`config.mk`:
```
export PLATFORM = sky130hd
export DESIGN_NAME = fila_pedidos_cafe
export DESIGN_NICKNAME = d
export VERILOG_FILES = /design/src/rtl/fila_pedidos_cafe.sv
export SDC_FILE = /design/constraint.sdc
export NUM_CORES = 1
export LEC_CHECK = 0
export BUFFER_PORTS_ARGS = -buffer_cell sky130_fd_sc_hd__buf_2
export CAP_MARGIN = 10
export CORE_ASPECT_RATIO = 1.5
export CORE_MARGIN = 4
export CORE_UTILIZATION = 45
export DETAILED_ROUTE_END_ITERATION = 12
export PLACE_DENSITY = 0.74
export SETUP_SLACK_MARGIN = 0.5
export SYNTH_ARGS = -nofsm -noshare
export SYNTH_HDL_FRONTEND = slang
export SYNTH_SLANG_ARGS = --single-unit
```
`constraint.sdc`:
```
create_clock -name clk -period 7.44 [get_ports clk]
set_input_delay 1.116 -clock clk [delete_from_list [all_inputs] [get_ports clk]]
set_output_delay 1.116 -clock clk [all_outputs]
set_load 0.02 [all_outputs]
```
`src/rtl/fila_pedidos_cafe.sv`:
```
// Order queue and start sequencer in front of the coffee-machine FSM.
// Buffers 2-bit orders, fires a one-cycle start when the machine is idle and follows each brew.
module fila_pedidos_cafe #(
    parameter int PROFUNDIDADE = 4,
    parameter int TIMEOUT      = 8
) (
    input  logic                          clk,
    input  logic                          rst,
    input  logic                          pedido,
    input  logic [1:0]                    tipo_pedido,
    input  logic [3:0]                    state,
    output logic                          start,
    output logic [1:0]                    tipo_atual,
    output logic                          ocupado,
    output logic [$clog2(PROFUNDIDADE):0] fila_cont,
    output logic                          cheia,
    output logic                          vazia,
    output logic [7:0]                    servidos,
    output logic [7:0]                    descartados,
    output logic                          erro_timeout
);

    localparam int PW = $clog2(PROFUNDIDADE);
    localparam int CW = PW + 1;
    localparam int TW = $clog2(TIMEOUT) + 1;

    localparam logic [3:0]    M_IDLE     = 4'd1;
    localparam logic [3:0]    M_LIGAR    = 4'd2;
    localparam logic [3:0]    M_EXTRACAO = 4'd9;
    localparam logic [CW-1:0] CHEIO      = CW'(PROFUNDIDADE);
    // Last waiting cycle: the timer would reach TIMEOUT-1 on this edge.
    localparam logic [TW-1:0] T_ULTIMO   = TW'(TIMEOUT - 2);

    typedef enum logic [1:0] {
        ESPERA,
        DISPARO,
        AGUARDA_INICIO,
        EM_PREPARO
    } estado_t;

    estado_t       estado_q, estado_d;
    logic [1:0]    mem_q [PROFUNDIDADE];
    logic [PW-1:0] wr_q, wr_d, rd_q, rd_d;
    logic [CW-1:0] cont_q, cont_d;
    logic          start_q, start_d;
    logic          ocupado_q, ocupado_d;
    logic [1:0]    tipo_q, tipo_d;
    logic [7:0]    serv_q, serv_d;
    logic [7:0]    desc_q, desc_d;
    logic          erro_q, erro_d;
    logic [TW-1:0] timer_q, timer_d;
    logic          viu_q, viu_d;
    logic          push, pop;

    assign vazia        = (cont_q == '0);
    assign cheia        = (cont_q == CHEIO);
    assign fila_cont    = cont_q;
    assign start        = start_q;
    assign ocupado      = ocupado_q;
    assign tipo_atual   = tipo_q;
    assign servidos     = serv_q;
    assign descartados  = desc_q;
    assign erro_timeout = erro_q;

    always_comb begin
        estado_d  = estado_q;
        wr_d      = wr_q;
        rd_d      = rd_q;
        cont_d    = cont_q;
        start_d   = 1'b0;
        ocupado_d = ocupado_q;
        tipo_d    = tipo_q;
        serv_d    = serv_q;
        desc_d    = desc_q;
        erro_d    = erro_q;
        timer_d   = timer_q;
        viu_d     = viu_q;

        pop  = (estado_q == ESPERA) && !vazia && (state == M_IDLE);
        // A full queue still accepts an order when the head leaves on the same edge.
        push = pedido && (!cheia || pop);

        if (push) wr_d = wr_q + PW'(1);
        if (pop)  rd_d = rd_q + PW'(1);
        if (pedido && !push) desc_d = desc_q + 8'd1;

        case ({push, pop})
            2'b10:   cont_d = cont_q + CW'(1);
            2'b01:   cont_d = cont_q - CW'(1);
            default: cont_d = cont_q;
        endcase

        case (estado_q)
            ESPERA: begin
                if (pop) begin
                    tipo_d    = mem_q[rd_q];
                    start_d   = 1'b1;
                    ocupado_d = 1'b1;
                    estado_d  = DISPARO;
                end
            end
            DISPARO: begin
                timer_d  = '0;
                estado_d = AGUARDA_INICIO;
            end
            AGUARDA_INICIO: begin
                if (state == M_LIGAR) begin
                    estado_d = EM_PREPARO;
                end else if (timer_q == T_ULTIMO) begin
                    erro_d    = 1'b1;
                    ocupado_d = 1'b0;
                    estado_d  = ESPERA;
                end else begin
                    timer_d = timer_q + TW'(1);
                end
            end
            EM_PREPARO: begin
                if (state == M_EXTRACAO) begin
                    viu_d = 1'b1;
                end else if (state == M_IDLE) begin
                    // Idle without extraction means the machine reset itself: no credit.
                    if (viu_q) serv_d = serv_q + 8'd1;
                    ocupado_d = 1'b0;
                    viu_d     = 1'b0;
                    estado_d  = ESPERA;
                end
            end
            default: estado_d = ESPERA;
        endcase
    end

    always_ff @(posedge clk) begin
        if (rst) begin
            estado_q  <= ESPERA;
            wr_q      <= '0;
            rd_q      <= '0;
            cont_q    <= '0;
            start_q   <= 1'b0;
            ocupado_q <= 1'b0;
            tipo_q    <= 2'd0;
            serv_q    <= 8'd0;
            desc_q    <= 8'd0;
            erro_q    <= 1'b0;
            timer_q   <= '0;
            viu_q     <= 1'b0;
        end else begin
            estado_q  <= estado_d;
            wr_q      <= wr_d;
            rd_q      <= rd_d;
            cont_q    <= cont_d;
            start_q   <= start_d;
            ocupado_q <= ocupado_d;
            tipo_q    <= tipo_d;
            serv_q    <= serv_d;
            desc_q    <= desc_d;
            erro_q    <= erro_d;
            timer_q   <= timer_d;
            viu_q     <= viu_d;
        end
    end

    always_ff @(posedge clk) begin
        if (push) mem_q[wr_q] <= tipo_pedido;
    end

endmodule

```
==> results of run 1 <==
[routing by layer]
layer / GRT usage / wire, um
met2: 0.252 / 1930
met1: 0.146 / 1540
met5: 0 / 0
met3: 0.0461 / 235
met4: 0.0608 / 69
[cell usage after synthesis (all sizes together), types with 3 or more instances]
| cell type | number |
|---|---|
| ha | 9 |
| dfxtp | 35 |
| inv | 16 |
| or4 | 3 |
| buf | 3 |
| nand2 | 6 |
| o21ai | 7 |
| xor2 | 5 |
| xnor2 | 7 |
| nand4 | 5 |
| and3 | 4 |
| mux2i | 6 |
| nand3 | 8 |
| nor2 | 25 |
| clkbuf | 3 |
| a21oi | 12 |
| or3 | 7 |
| o31ai | 4 |
| edfxtp | 8 |
| nor3 | 4 |
[registers in the layout, summed over array words and instances, names as in the netlist]
register,cells
descartados,8
mem_q,8
servidos,8
timer_q,4
fila_cont,3
estado_q,2
rd_q,2
tipo_atual,2
wr_q,2
erro_timeout,1
ocupado,1
start,1
viu_q,1
[kinds of logic after synthesis]
logic type      after synthesis
compound gates               33
xor+xnor                     12
fa+ha+maj                    10
buf+inv                      22
flops                        43
mux                          10
simple gates                 78
[power groups by stage]
stage | Combinational, mW | Sequential, mW | Clock [mW]
6_report | 0.0346 | 0.247 | 0.141
5_1_grt | 0.0389 | 0.248 | 0.159
4_1_cts | 0.0352 | 0.247 | 0.147
3_5_place_dp | 0.0351 | 0.253 | 0
3_3_place_gp | 0.0346 | 0.252 | 0
2_1_floorplan | 0.0220 | 0.253 | 0
[worst max-delay path, delay by kind of cell]
kind                     cells  cell delay (ps)
XOR/XNOR                     1              150
AO/OA/AOI/OAI                1              150
adder cells (fa/ha/maj)      2              560
AND/OR/NAND/NOR              3             1560
buffers and inverters        3              330
[how the worst max path moves through the flow]
stage,endpoint,cells past startpoint,slack [ps],start
3_5_place_dp,fila_cont[2]$_SDFFE_PP0P_,10,3480,state[1]
3_3_place_gp,fila_cont[2]$_SDFFE_PP0P_,10,3600,state[1]
6_report,fila_cont[2]$_SDFFE_PP0P_,10,3780,state[1]
4_1_cts,fila_cont[2]$_SDFFE_PP0P_,10,3780,state[1]
2_1_floorplan,fila_cont[2]$_SDFFE_PP0P_,9,4010,state[1]
5_1_grt,fila_cont[2]$_SDFFE_PP0P_,10,3610,state[1]
[through the flow]
| stage | util | instances | power [mW] | instance area, um^2 | hold WS, ps |
|---|---|---|---|---|---|
| 2_1_floorplan | - | 208 | 0.275 | 2020 | 468 |
| 3_3_place_gp | 0.518 | 282 | 0.287 | 2220 | 445 |
| 3_5_place_dp | 0.518 | 282 | 0.288 | 2220 | 450 |
| 4_1_cts | 0.538 | 290 | 0.430 | 2300 | 471 |
| 5_1_grt | 0.538 | 290 | 0.446 | 2300 | 509 |
| 6_report | 0.538 | 290 | 0.423 | 2300 | 464 |
[layout make-up]
class | count | area share
clock buffers | 6 | 0.0315
clock inverters | 2 | 0.00543
inverters | 16 | 0.0261
multi-input cells | 143 | 0.430
flip-flops and latches | 43 | 0.408
well taps | 46 | 0.0250
repair buffers | 34 | 0.0738
==> implementation parameters, run 1 <==
Parameter                              Value

Clock tree
  Resized Gates After CTS    0
  CTS clock-pin slew for the worst setup and hold paths    ~80 ps
  Number of buffers added for setup after CTS    0
  CTS hold repair buffers    0
  Number of buffers on the longest clock path    2
  Buffer cell driving the clock tree root    sky130_fd_sc_hd__clkbuf_8
  Clock sink count    between 40 and 50
  TritonCTS clock tree    yes
  Clock Latency Late Sink    290 ps
  CTS H-Tree Depth    2
  Cts bufs inserted    5

Finish
  Antenna cell count    0
  Area of combinational cells with multiple inputs    991 um^2
  Final-layout fill cell count    ~400
  Ratio of cells with drive above 1 in the final layout    0.205
  Most frequent standard cell in the layout excluding fill and tap cells    sky130_fd_sc_hd__dfxtp_1
  Area growth syn-to-layout    14.3%
  Count of nets after finishing    about 260
  Sequential cell area    941 um^2
  Most frequent cells in the layout    sky130_fd_sc_hd__dfxtp_1, sky130_fd_sc_hd__buf_2, sky130_fd_sc_hd__nor2_1

Synth
  Mux contribution to synthesized area    0.0633
  Synthesized Nets    approximately 230
  Synthesized-area fraction occupied by xor and xnor cells    0.0521
  Total of flip-flops plus latches after synthesis    43
  Number of enable-type register cells in the synthesized netlist    8
  Sequential area share after synthesis    0.467
  Synth Warn #    0
  Dominant combinational cell family by area after synthesis    simple AND/OR/NAND/NOR gates
  Adder-cell area share of the yosys netlist    0.0658
  Area of the mapped netlist    2020 um^2
  Commonest register cell after synthesis    sky130_fd_sc_hd__dfxtp_1
  Post-synthesis area per instance    9.69 um^2
  Synth top area cells    sky130_fd_sc_hd__dfxtp_1, sky130_fd_sc_hd__edfxtp_1, sky130_fd_sc_hd__ha_1
  Number of different library cells in the post-synthesis netlist    43
  Compound-Gate Fraction of Synth Area    0.101
  Simple logic cell fraction of the synthesized area    0.209
  Yosys top cell area share    0.348
  Biggest area consumer among synthesized cells    sky130_fd_sc_hd__dfxtp_1
  Cell count after synthesis    between 200 and 250
  Async SR Flop Fraction    0

Drt
  Length of the first detailed-routing pass in iterations    4
  Violation count after the first detailed-route iteration    68
  Total number of vias    1579
  Routed len/inst    13.0 um
  Post-detailed-route count of antenna-violating nets    0
  Wirelength, routed    about 3.8 mm
  Drc violations    0
  Post-detailed-route via-to-cell ratio    about 5.4

STA
  Transition time at the pin with the least slew margin    893 ps
  Fmax achieved    between 0.2 and 0.3 GHz
  Number of slew-limit violations in the final report    0
  Setup repair after global routing missed its margin    no
  Time the final worst path needs with I/O delays and setup    between 3000 and 4000 ps
  Clock skew after layout    around 5.2 ps
  Relative slew slack    0.396
  Hold Violations, Final    0
  Sum Neg Setup Slack    0 ps
  Final clock period utilization by the worst path    0.491
  Count of final setup violators    0
  Final worst-path setup slack    ~3800 ps

Worst setup path
  Cell with the largest stage delay on the worst path    sky130_fd_sc_hd__nor4b_1
  Setup slack of the worst register-to-register path    4660 ps
  Arrival time of the worst setup path    3870 ps
  Maximum fanout along the worst path    7
  Endpoint of the most critical register-to-register path    fila_cont[2]$_SDFFE_PP0P_
  Type of the setup path with the least slack    primary input to flop
  Required arrival time at the worst endpoint    7650 ps
  Kind of launch point of the worst setup path    primary input
  Worst r2r path cells    11
  Critical Path Sink Type    flop
  Cell-by-cell listing of the critical path    buf_2 -> nor4b_1 -> nand3_1 -> inv_1 -> ha_1 -> inv_1 -> fa_1 -> xor2_1 -> or3_1 -> a21oi_1
  Reg2Reg Launch Point    fila_cont[2]$_SDFFE_PP0P_
  Crit path top cell by count    sky130_fd_sc_hd__inv_1
  Delay of the slowest cell on the worst path    just under 800 ps

Hold path
  Hold path startpoint    erro_timeout$_SDFFE_PP0P_
  Hold path endpoint    erro_timeout$_SDFFE_PP0P_
  Class of the worst hold path    flop to flop
  Worst hold path cell count    2

Floorplanning
  Die Ht    90.0 um
  Placeable core region    4280 um^2
  Overall die width    62.6 um
  Number of rows created at floorplan    29
  Starting utilization of the core area    0.471
  DIE AREA    5640 um^2
  Number of primary I/O pins    35

Flow run
  Number of max-cap violations    0

Place
  Half-perimeter wire length after placement    2.88 mm
  Total of buffers placed on input and output ports    34
  Worst slack at placement    3480 ps
  Placer congestion estimate    0.711

Global routing
  Wire length of the first global-routing pass    6.35 mm
  GRT Total Usage    0.140
  Total gr overflow    0
  Initial antenna violation count    0
  Maximum number of pins on one net before global-route repair    38
  Via count of the first global-routing pass    roughly 1500

Run status
  Result of the run    completed

Power and ir drop
  Sequential group share of total power    0.584
  Logic pwr share    0.082
  Worst IR drop on VDD    101 uV
  Power share of the clock group    0.334
  Internal power    0.321 mW
  Static Leak    0.930 nW
  Switching Power    0.102 mW
  Switching power share of the total    0.240
  PD cells    184 nW/um^2
No activity file was read; power rests on OpenSTA's default activity.
==> run 2: changes to the inputs <==
PLACE_DENSITY = 0.77   (was 0.74)
clock period = 3.1 ns   (was 7.44 ns; I/O delays follow)
==> run 2 against run 1 <==
Compared with the run above:
- global-route usage is 0.65 points higher
- via count increased by 3.0%
- worst setup slack worse by 3200 ps
- register-to-register slack got worse by 4000 ps
- power increased by 140%
- sequential share of layout area decreased by 0.63 points
- critical path depth increased by 1
- final area up 1.8%
- critical endpoint unchanged
==> implementation parameters, run 2 (same netlist as run 1, synthesis figures left out) <==
Parameter                              Value

Global routing
  Initial antenna violation count    0 (unchanged)
  Total gr overflow    0 (unchanged)
  Via count of the first global-routing pass    1485 (was 1467)
  Wire length of the first global-routing pass    6.61 mm (was 6.35 mm)
  Maximum number of pins on one net before global-route repair    38 (unchanged)
  GRT Total Usage    0.147 (was 0.140)

Power and ir drop
  PD cells    436 nW/um^2 (was 184 nW/um^2)
  Static Leak    0.947 nW (was 0.930 nW)
  Logic pwr share    0.086 (was 0.082)
  Worst IR drop on VDD    324 uV (was 101 uV)
  Power share of the clock group    0.335 (was 0.334)
  Sequential group share of total power    0.579 (was 0.584)
  Internal power    0.774 mW (was 0.321 mW)
  Switching Power    0.250 mW (was 0.102 mW)
  Switching power share of the total    0.244 (was 0.240)

STA
  Final worst-path setup slack    624 ps (was 3780 ps)
  Number of slew-limit violations in the final report    0 (unchanged)
  Final clock period utilization by the worst path    0.799
  Clock skew after layout    10.5 ps (was 5.22 ps)
  Setup repair after global routing missed its margin    no (unchanged)
  Fmax achieved    approximately 0.4 GHz
  Transition time at the pin with the least slew margin    652 ps (was 893 ps)
  Worst hold slack    400 ps (was 464 ps)
  Time the final worst path needs with I/O delays and setup    ~2500 ps
  Hold Violations, Final    0 (unchanged)
  Count of final setup violators    0 (unchanged)
  Sum Neg Setup Slack    0 ps (unchanged)
  Relative slew slack    0.565 (was 0.396)

Drt
  Routed len/inst    13.3 um (was 13.0 um)
  Total number of vias    1626 (was 1579)
  Violation count after the first detailed-route iteration    93 (was 68)
  Post-detailed-route count of antenna-violating nets    0 (unchanged)
  Wirelength, routed    3.90 mm (was 3.77 mm)
  Length of the first detailed-routing pass in iterations    4 (unchanged)
  Post-detailed-route via-to-cell ratio    5.55 (was 5.44)
  Drc violations    0 (unchanged)

Hold path
  Class of the worst hold path    primary input to flop (was flop to flop)

Worst setup path
  Arrival time of the worst setup path    2690 ps (was 3870 ps)
  Required arrival time at the worst endpoint    3310 ps (was 7650 ps)
  Crit path top cell by count    sky130_fd_sc_hd__inv_1 (unchanged)
  Critical Path Sink Type    flop (unchanged)
  Delay of the slowest cell on the worst path    430 ps (was 790 ps)
  Maximum fanout along the worst path    5 (was 7)
  Cell with the largest stage delay on the worst path    sky130_fd_sc_hd__or3b_4 (was sky130_fd_sc_hd__nor4b_1)
  Top delay family on crit path    simple AND/OR/NAND/NOR gates (unchanged)
  Buffers and inverters on the worst path    3 (unchanged)
  Type of the setup path with the least slack    flop to flop (was primary input to flop)
  Kind of launch point of the worst setup path    flop (was primary input)
  Cell-by-cell listing of the critical path    or3b_4 -> inv_4 -> o21ai_2 -> and2_4 -> inv_1 -> ha_1 -> inv_1 -> fa_1 -> xor2_1 -> or3_1 -> a21oi_1 (was buf_2 -> nor4b_1 -> nand3_1 -> inv_1 -> ha_1 -> inv_1 -> fa_1 -> xor2_1 -> or3_1 -> a21oi_1)

Finish
  Count of nets after finishing    265 (was 262)
  Area growth syn-to-layout    16.4% (was 14.3%)
  Final design instance area without fill    2350 um^2 (was 2300 um^2)
  Ratio of cells with drive above 1 in the final layout    0.239 (was 0.205)
  Final-layout fill cell count    394 (unchanged)
  Final non-filler cell total    293 (was 290)
  Most frequent standard cell in the layout excluding fill and tap cells    sky130_fd_sc_hd__buf_2 (was sky130_fd_sc_hd__dfxtp_1)
  Antenna cell count    0 (unchanged)
  Most frequent cells in the layout    sky130_fd_sc_hd__buf_2, sky130_fd_sc_hd__dfxtp_1, sky130_fd_sc_hd__nor2_1 (was sky130_fd_sc_hd__dfxtp_1, sky130_fd_sc_hd__buf_2, sky130_fd_sc_hd__nor2_1)

Floorplanning
  Die Ht    90.0 um (unchanged)
  Overall die width    62.6 um (unchanged)
  Placeable core region    4280 um^2 (unchanged)
  Starting utilization of the core area    0.471 (unchanged)
  Number of primary I/O pins    35 (unchanged)
  Number of rows created at floorplan    29 (unchanged)
  DIE AREA    5640 um^2 (unchanged)

Clock tree
  Number of buffers on the longest clock path    2 (unchanged)
  Clock sink count    43 (unchanged)
  CTS H-Tree Depth    2 (unchanged)
  Clock Latency Late Sink    300 ps (was 290 ps)
  CTS hold repair buffers    0 (unchanged)
  Buffer cell driving the clock tree root    sky130_fd_sc_hd__clkbuf_8 (unchanged)
  TritonCTS clock tree    yes (unchanged)
  CTS clock-pin slew for the worst setup and hold paths    80 ps (about the same)
  Cts bufs inserted    5 (unchanged)

Run status
  Result of the run    completed (unchanged)

Place
  Worst slack at placement    299 ps (was 3480 ps)
  Placer congestion estimate    0.737 (was 0.711)
  Total of buffers placed on input and output ports    34 (unchanged)
  Post-Place Cells    285 (was 282)
  Half-perimeter wire length after placement    2.90 mm (was 2.88 mm)
  Post-detailed-placement cell area    2250 um^2 (was 2220 um^2)

Flow run
  Number of max-cap violations    0 (unchanged)
run 2: changes by cell type in the layout (fill, tap and decap cells not counted), sizes merged:
| cell | before | now |
|---|---|---|
| buf | 34 | 37 |
run 2: repair_timing:
| action | 4_1_cts | 5_1_grt |
|---|---|---|
| buffers inserted | 0 | 0 |
| resized for setup | 0 | 3 |
| setup endpoints to repair | 0 | 2 |
run 2: through the flow:
| step | power, mW | utilization |
|---|---|---|
| finish | 1.02 | 0.548 |
| global route | 1.07 | 0.548 |
| CTS | 1.04 | 0.546 |
| detailed placement | 0.694 | 0.527 |
| global placement | 0.691 | 0.527 |
| floorplan | 0.662 | - |
run 2: path summary, 6_finish.rpt:
check                       startpoint                   endpoint  slack (ps)  cells after the start
min                     tipo_pedido[1]      mem_q[0][1]$_DFFE_PP_         400                      1
max reg2reg  fila_cont[0]$_SDFFE_PP0P_  fila_cont[2]$_SDFFE_PP0P_         620                     11
min reg2reg  erro_timeout$_SDFFE_PP0P_  erro_timeout$_SDFFE_PP0P_         490                      2
max          fila_cont[0]$_SDFFE_PP0P_  fila_cont[2]$_SDFFE_PP0P_         620                     11
run 2: power by group through the flow:
stage                     Combinational (mW)  Sequential (mW)  Clock [mW]
after floorplan                       0.0536            0.609           0
after global placement                0.0853            0.605           0
after detailed placement              0.0882            0.606           0
after CTS                             0.0886            0.593       0.354
after global routing                   0.100            0.595       0.379
final                                 0.0884            0.593       0.343
run 2: layout make-up:
cell class	count	area [um^2]	share of cell area
Multi-Input combinational cell	143	1010	0.429
Sequential cell	43	943	0.402
Timing Repair Buffer	37	193	0.0821
Clock buffer	6	72.6	0.0309
Inverter	16	62.6	0.0267
Tap cell	46	57.6	0.0245
Clock inverter	2	12.5	0.00533
run 2: per-layer routing:
layer,global-route usage,vias up,share of wire
li1,-,812,-
met5,0,-,0
met4,0.0700,0,0.019
met2,0.251,34,0.50
met3,0.0374,5,0.054
met1,0.168,775,0.43
==> run 3: changes to the inputs <==
ABC_AREA = 1   (was not set)
clock period = 2.1 ns   (was 3.1 ns; I/O delays follow)
==> run 3 against run 2 <==
Compared with the run above:
- worst hold slack lost 160 ps
- critical path type unchanged
- final area up 11%
- cell count rose by 35%
- fmax grew 42%
- power is 94% higher
- area after synthesis up 5.9%
- first-iteration DRC count up 16%
==> implementation parameters, run 3 <==
Parameter                              Value

Finish
  Most frequent cells in the layout    sky130_fd_sc_hd__nand2_1, sky130_fd_sc_hd__nor2_1, sky130_fd_sc_hd__buf_2 (was sky130_fd_sc_hd__buf_2, sky130_fd_sc_hd__dfxtp_1, sky130_fd_sc_hd__nor2_1)
  Most frequent standard cell in the layout excluding fill and tap cells    sky130_fd_sc_hd__nand2_1 (was sky130_fd_sc_hd__buf_2)
  Final-layout fill cell count    412 (was 394)
  Area growth syn-to-layout    21.9% (was 16.4%)
  Ratio of cells with drive above 1 in the final layout    0.241 (was 0.239)
  Count of nets after finishing    350 (was 265)
  Final non-filler cell total    396 (was 293)
  Antenna cell count    0 (unchanged)

Worst setup path
  Kind of launch point of the worst setup path    flop (unchanged)
  Crit path top cell by count    sky130_fd_sc_hd__o21ai_1 (was sky130_fd_sc_hd__inv_1)
  Cell-by-cell listing of the critical path    nor3_4 -> nand2_1 -> nand2_2 -> ha_4 -> inv_4 -> fa_2 -> a21oi_2 -> o21ai_1 -> o21ai_1 -> a21oi_1 (was or3b_4 -> inv_4 -> o21ai_2 -> and2_4 -> inv_1 -> ha_1 -> inv_1 -> fa_1 -> xor2_1 -> or3_1 -> a21oi_1)
  Buffers and inverters on the worst path    1 (was 3)
  Delay of the slowest cell on the worst path    370 ps (was 430 ps)
  Critical Path Sink Type    flop (unchanged)
  Required arrival time at the worst endpoint    2280 ps (was 3310 ps)
  Top delay family on crit path    adder cells (was simple AND/OR/NAND/NOR gates)
  Maximum fanout along the worst path    4 (was 5)
  Setup slack of the worst register-to-register path    360 ps (was 620 ps)
  Worst r2r path cells    10 (was 11)
  Cell with the largest stage delay on the worst path    sky130_fd_sc_hd__dfxtp_4 (was sky130_fd_sc_hd__or3b_4)
  Reg2Reg Launch Point    fila_cont[1]$_SDFFE_PP0P_ (was fila_cont[0]$_SDFFE_PP0P_)
  Endpoint of the most critical register-to-register path    fila_cont[2]$_SDFFE_PP0P_ (unchanged)
  Arrival time of the worst setup path    1930 ps (was 2690 ps)
  Type of the setup path with the least slack    flop to flop (unchanged)

Clock tree
  CTS H-Tree Depth    2 (unchanged)
  Clock Latency Late Sink    290 ps (was 300 ps)
  Number of buffers on the longest clock path    2 (unchanged)
  Clock sink count    43 (unchanged)
  CTS clock-pin slew for the worst setup and hold paths    80 ps (about the same)
  CTS hold repair buffers    0 (unchanged)
  Cts bufs inserted    5 (unchanged)
  Buffer cell driving the clock tree root    sky130_fd_sc_hd__clkbuf_8 (unchanged)
  TritonCTS clock tree    yes (unchanged)

Synth
  Most frequent cell after synthesis    sky130_fd_sc_hd__nand2_1 (was sky130_fd_sc_hd__dfxtp_1)
  Total of flip-flops plus latches after synthesis    43 (unchanged)
  Sequential area share after synthesis    0.441 (was 0.467)
  Post-synthesis area per instance    7.46 um^2 (was 9.69 um^2)
  Mux contribution to synthesized area    0 (was 0.0633)
  Synth Warn #    0 (unchanged)
  Commonest register cell after synthesis    sky130_fd_sc_hd__dfxtp_1 (unchanged)
  Synthesized Nets    305 (was 227)
  Synth top area cells    sky130_fd_sc_hd__dfxtp_1, sky130_fd_sc_hd__edfxtp_1, sky130_fd_sc_hd__nand2_1 (was sky130_fd_sc_hd__dfxtp_1, sky130_fd_sc_hd__edfxtp_1, sky130_fd_sc_hd__ha_1)
  Number of different library cells in the post-synthesis netlist    25 (was 43)
  Number of enable-type register cells in the synthesized netlist    8 (unchanged)
  Area of the mapped netlist    2130 um^2 (was 2020 um^2)
  Synthesized-area fraction occupied by xor and xnor cells    0.0369 (was 0.0521)
  List of most frequent post-synthesis cells    sky130_fd_sc_hd__nand2_1, sky130_fd_sc_hd__nor2_1, sky130_fd_sc_hd__dfxtp_1, sky130_fd_sc_hd__inv_1, sky130_fd_sc_hd__a21oi_1 (was sky130_fd_sc_hd__dfxtp_1, sky130_fd_sc_hd__nor2_1, sky130_fd_sc_hd__inv_1)
  Cell count after synthesis    286 (was 208)
  Yosys top cell area share    0.328 (was 0.348)
  Adder-cell area share of the yosys netlist    0.0621 (was 0.0658)
  Compound-Gate Fraction of Synth Area    0.110 (was 0.101)
  Dominant combinational cell family by area after synthesis    simple AND/OR/NAND/NOR gates (unchanged)
  Simple logic cell fraction of the synthesized area    0.271 (was 0.209)
  Biggest area consumer among synthesized cells    sky130_fd_sc_hd__dfxtp_1 (unchanged)
  Async SR Flop Fraction    0 (unchanged)

Floorplanning
  Die Ht    92.4 um (was 90.0 um)
  Overall die width    64.2 um (was 62.6 um)
  DIE AREA    5930 um^2 (was 5640 um^2)
  Number of primary I/O pins    35 (unchanged)
  Starting utilization of the core area    0.470 (was 0.471)
  Number of rows created at floorplan    30 (was 29)
  Placeable core region    4540 um^2 (was 4280 um^2)

STA
  Hold Violations, Final    0 (unchanged)
  Clock skew after layout    3.48 ps (was 10.5 ps)
  Number of slew-limit violations in the final report    0 (unchanged)
  Relative slew slack    0.696 (was 0.565)
  Fmax achieved    0.573 GHz (was 0.404 GHz)
  Transition time at the pin with the least slew margin    456 ps (was 652 ps)
  Count of final setup violators    0 (unchanged)
  Sum Neg Setup Slack    0 ps (unchanged)
  Final clock period utilization by the worst path    0.831 (was 0.799)
  Time the final worst path needs with I/O delays and setup    1740 ps (was 2480 ps)
  Setup repair after global routing missed its margin    yes (was no)

Power and ir drop
  Total Power    1.99 mW (was 1.02 mW)
  PD cells    764 nW/um^2 (was 436 nW/um^2)
  Worst IR drop on VDD    432 uV (was 324 uV)
  Static Leak    1.18 nW (was 0.947 nW)

Global routing
  Wire length of the first global-routing pass    7.75 mm (was 6.61 mm)
  Initial antenna violation count    0 (unchanged)
  Via count of the first global-routing pass    1808 (was 1485)
  GRT Total Usage    0.164 (was 0.147)
  Total gr overflow    0 (unchanged)
  Maximum number of pins on one net before global-route repair    21 (was 38)

Drt
  Length of the first detailed-routing pass in iterations    4 (unchanged)
  Post-detailed-route via-to-cell ratio    4.89 (was 5.55)
  Violation count after the first detailed-route iteration    108 (was 93)
  Total number of vias    1938 (was 1626)
  Post-detailed-route count of antenna-violating nets    0 (unchanged)
  Wirelength, routed    4.45 mm (was 3.90 mm)
  Routed len/inst    11.2 um (was 13.3 um)
  Drc violations    0 (unchanged)

Hold path
  Class of the worst hold path    primary input to flop (unchanged)
  Hold path endpoint    mem_q[0][0]$_DFFE_PP_ (was mem_q[0][1]$_DFFE_PP_)
  Worst hold path cell count    1 (unchanged)
  Hold path startpoint    tipo_pedido[0] (was tipo_pedido[1])

Place
  Total of buffers placed on input and output ports    34 (unchanged)
  Post-Place Cells    383 (was 285)
  Half-perimeter wire length after placement    3.23 mm (was 2.90 mm)
  Placer congestion estimate    0.814 (was 0.737)

Run status
  Result of the run    completed (unchanged)

Flow run
  Number of max-cap violations    0 (unchanged)
run 3: changes by cell type in the layout (fill, tap and decap cells not counted), moves of 5 or more:
cell                      previous run  this run
sky130_fd_sc_hd__a21oi_1            12        24
sky130_fd_sc_hd__buf_4               3         8
sky130_fd_sc_hd__inv_1              15        31
sky130_fd_sc_hd__inv_2               0         6
sky130_fd_sc_hd__mux2i_1             6         0
sky130_fd_sc_hd__nand2_1             6        60
sky130_fd_sc_hd__nand3_1             8        14
sky130_fd_sc_hd__nor2_1             25        39
sky130_fd_sc_hd__o21ai_0             6        17
sky130_fd_sc_hd__or3_1               7         0
run 3: cells by family after synthesis:
logic type | count (synthesis)
xor+xnor | 9
simple gates | 134
compound gates | 47
buf+inv | 43
fa+ha+maj | 10
flops | 43
run 3: cell type report:
class                      instances  area (um^2)  share of cell area
sequential                        43          957               0.368
clock inverter                     3         38.8              0.0149
multi-input combinational        200         1080               0.413
clock buffer                       5         68.8              0.0264
inverter                          39          151              0.0582
tap                               64         80.1              0.0308
timing repair buffer              42          230              0.0885
run 3: what timing repair did:
| action | 4_1_cts | 5_1_grt |
|---|---|---|
| setup endpoints to repair | 2 | 6 |
| buffers inserted | 5 | 0 |
| pin swaps | 3 | 1 |
| gates resized for setup | 10 | 7 |
run 3: per-stage QoR:
| stage | util | area [um^2] | hold slack [ps] | setup WS [ps] |
|---|---|---|---|---|
| after floorplan | - | 2160 | 414 | 139 |
| after global placement | 0.532 | 2410 | 434 | 110 |
| after detailed placement | 0.532 | 2410 | 437 | 48.5 |
| after CTS | 0.569 | 2580 | 230 | 391 |
| after global routing | 0.573 | 2600 | 238 | 223 |
| final | 0.573 | 2600 | 238 | 355 |
run 3: worst max-delay path by stage:
stage / from / to / slack (ps) / cells after the start
floorplan: fila_cont[2]$_SDFFE_PP0P_ / fila_cont[1]$_SDFFE_PP0P_ / 140 / 10
global placement: state[1] / fila_cont[2]$_SDFFE_PP0P_ / 110 / 13
detailed placement: state[1] / fila_cont[2]$_SDFFE_PP0P_ / 50 / 13
CTS: fila_cont[1]$_SDFFE_PP0P_ / fila_cont[2]$_SDFFE_PP0P_ / 390 / 10
global route: fila_cont[1]$_SDFFE_PP0P_ / fila_cont[2]$_SDFFE_PP0P_ / 220 / 10
finish: fila_cont[1]$_SDFFE_PP0P_ / fila_cont[2]$_SDFFE_PP0P_ / 360 / 10
run 3: power breakdown:
group          internal, mW  switching [mW]
registers             0.901          0.0628
clock network         0.348           0.277
logic                 0.141           0.260
run 3: metal layers:
metal | routed length [um] | track usage | up-vias
met2 | 2290 | 0.296 | 36
met3 | 185 | 0.0316 | 6
li1 | - | - | 1001
met1 | 1860 | 0.181 | 895
met5 | 0 | 0 | -
met4 | 108 | 0.0758 | 0
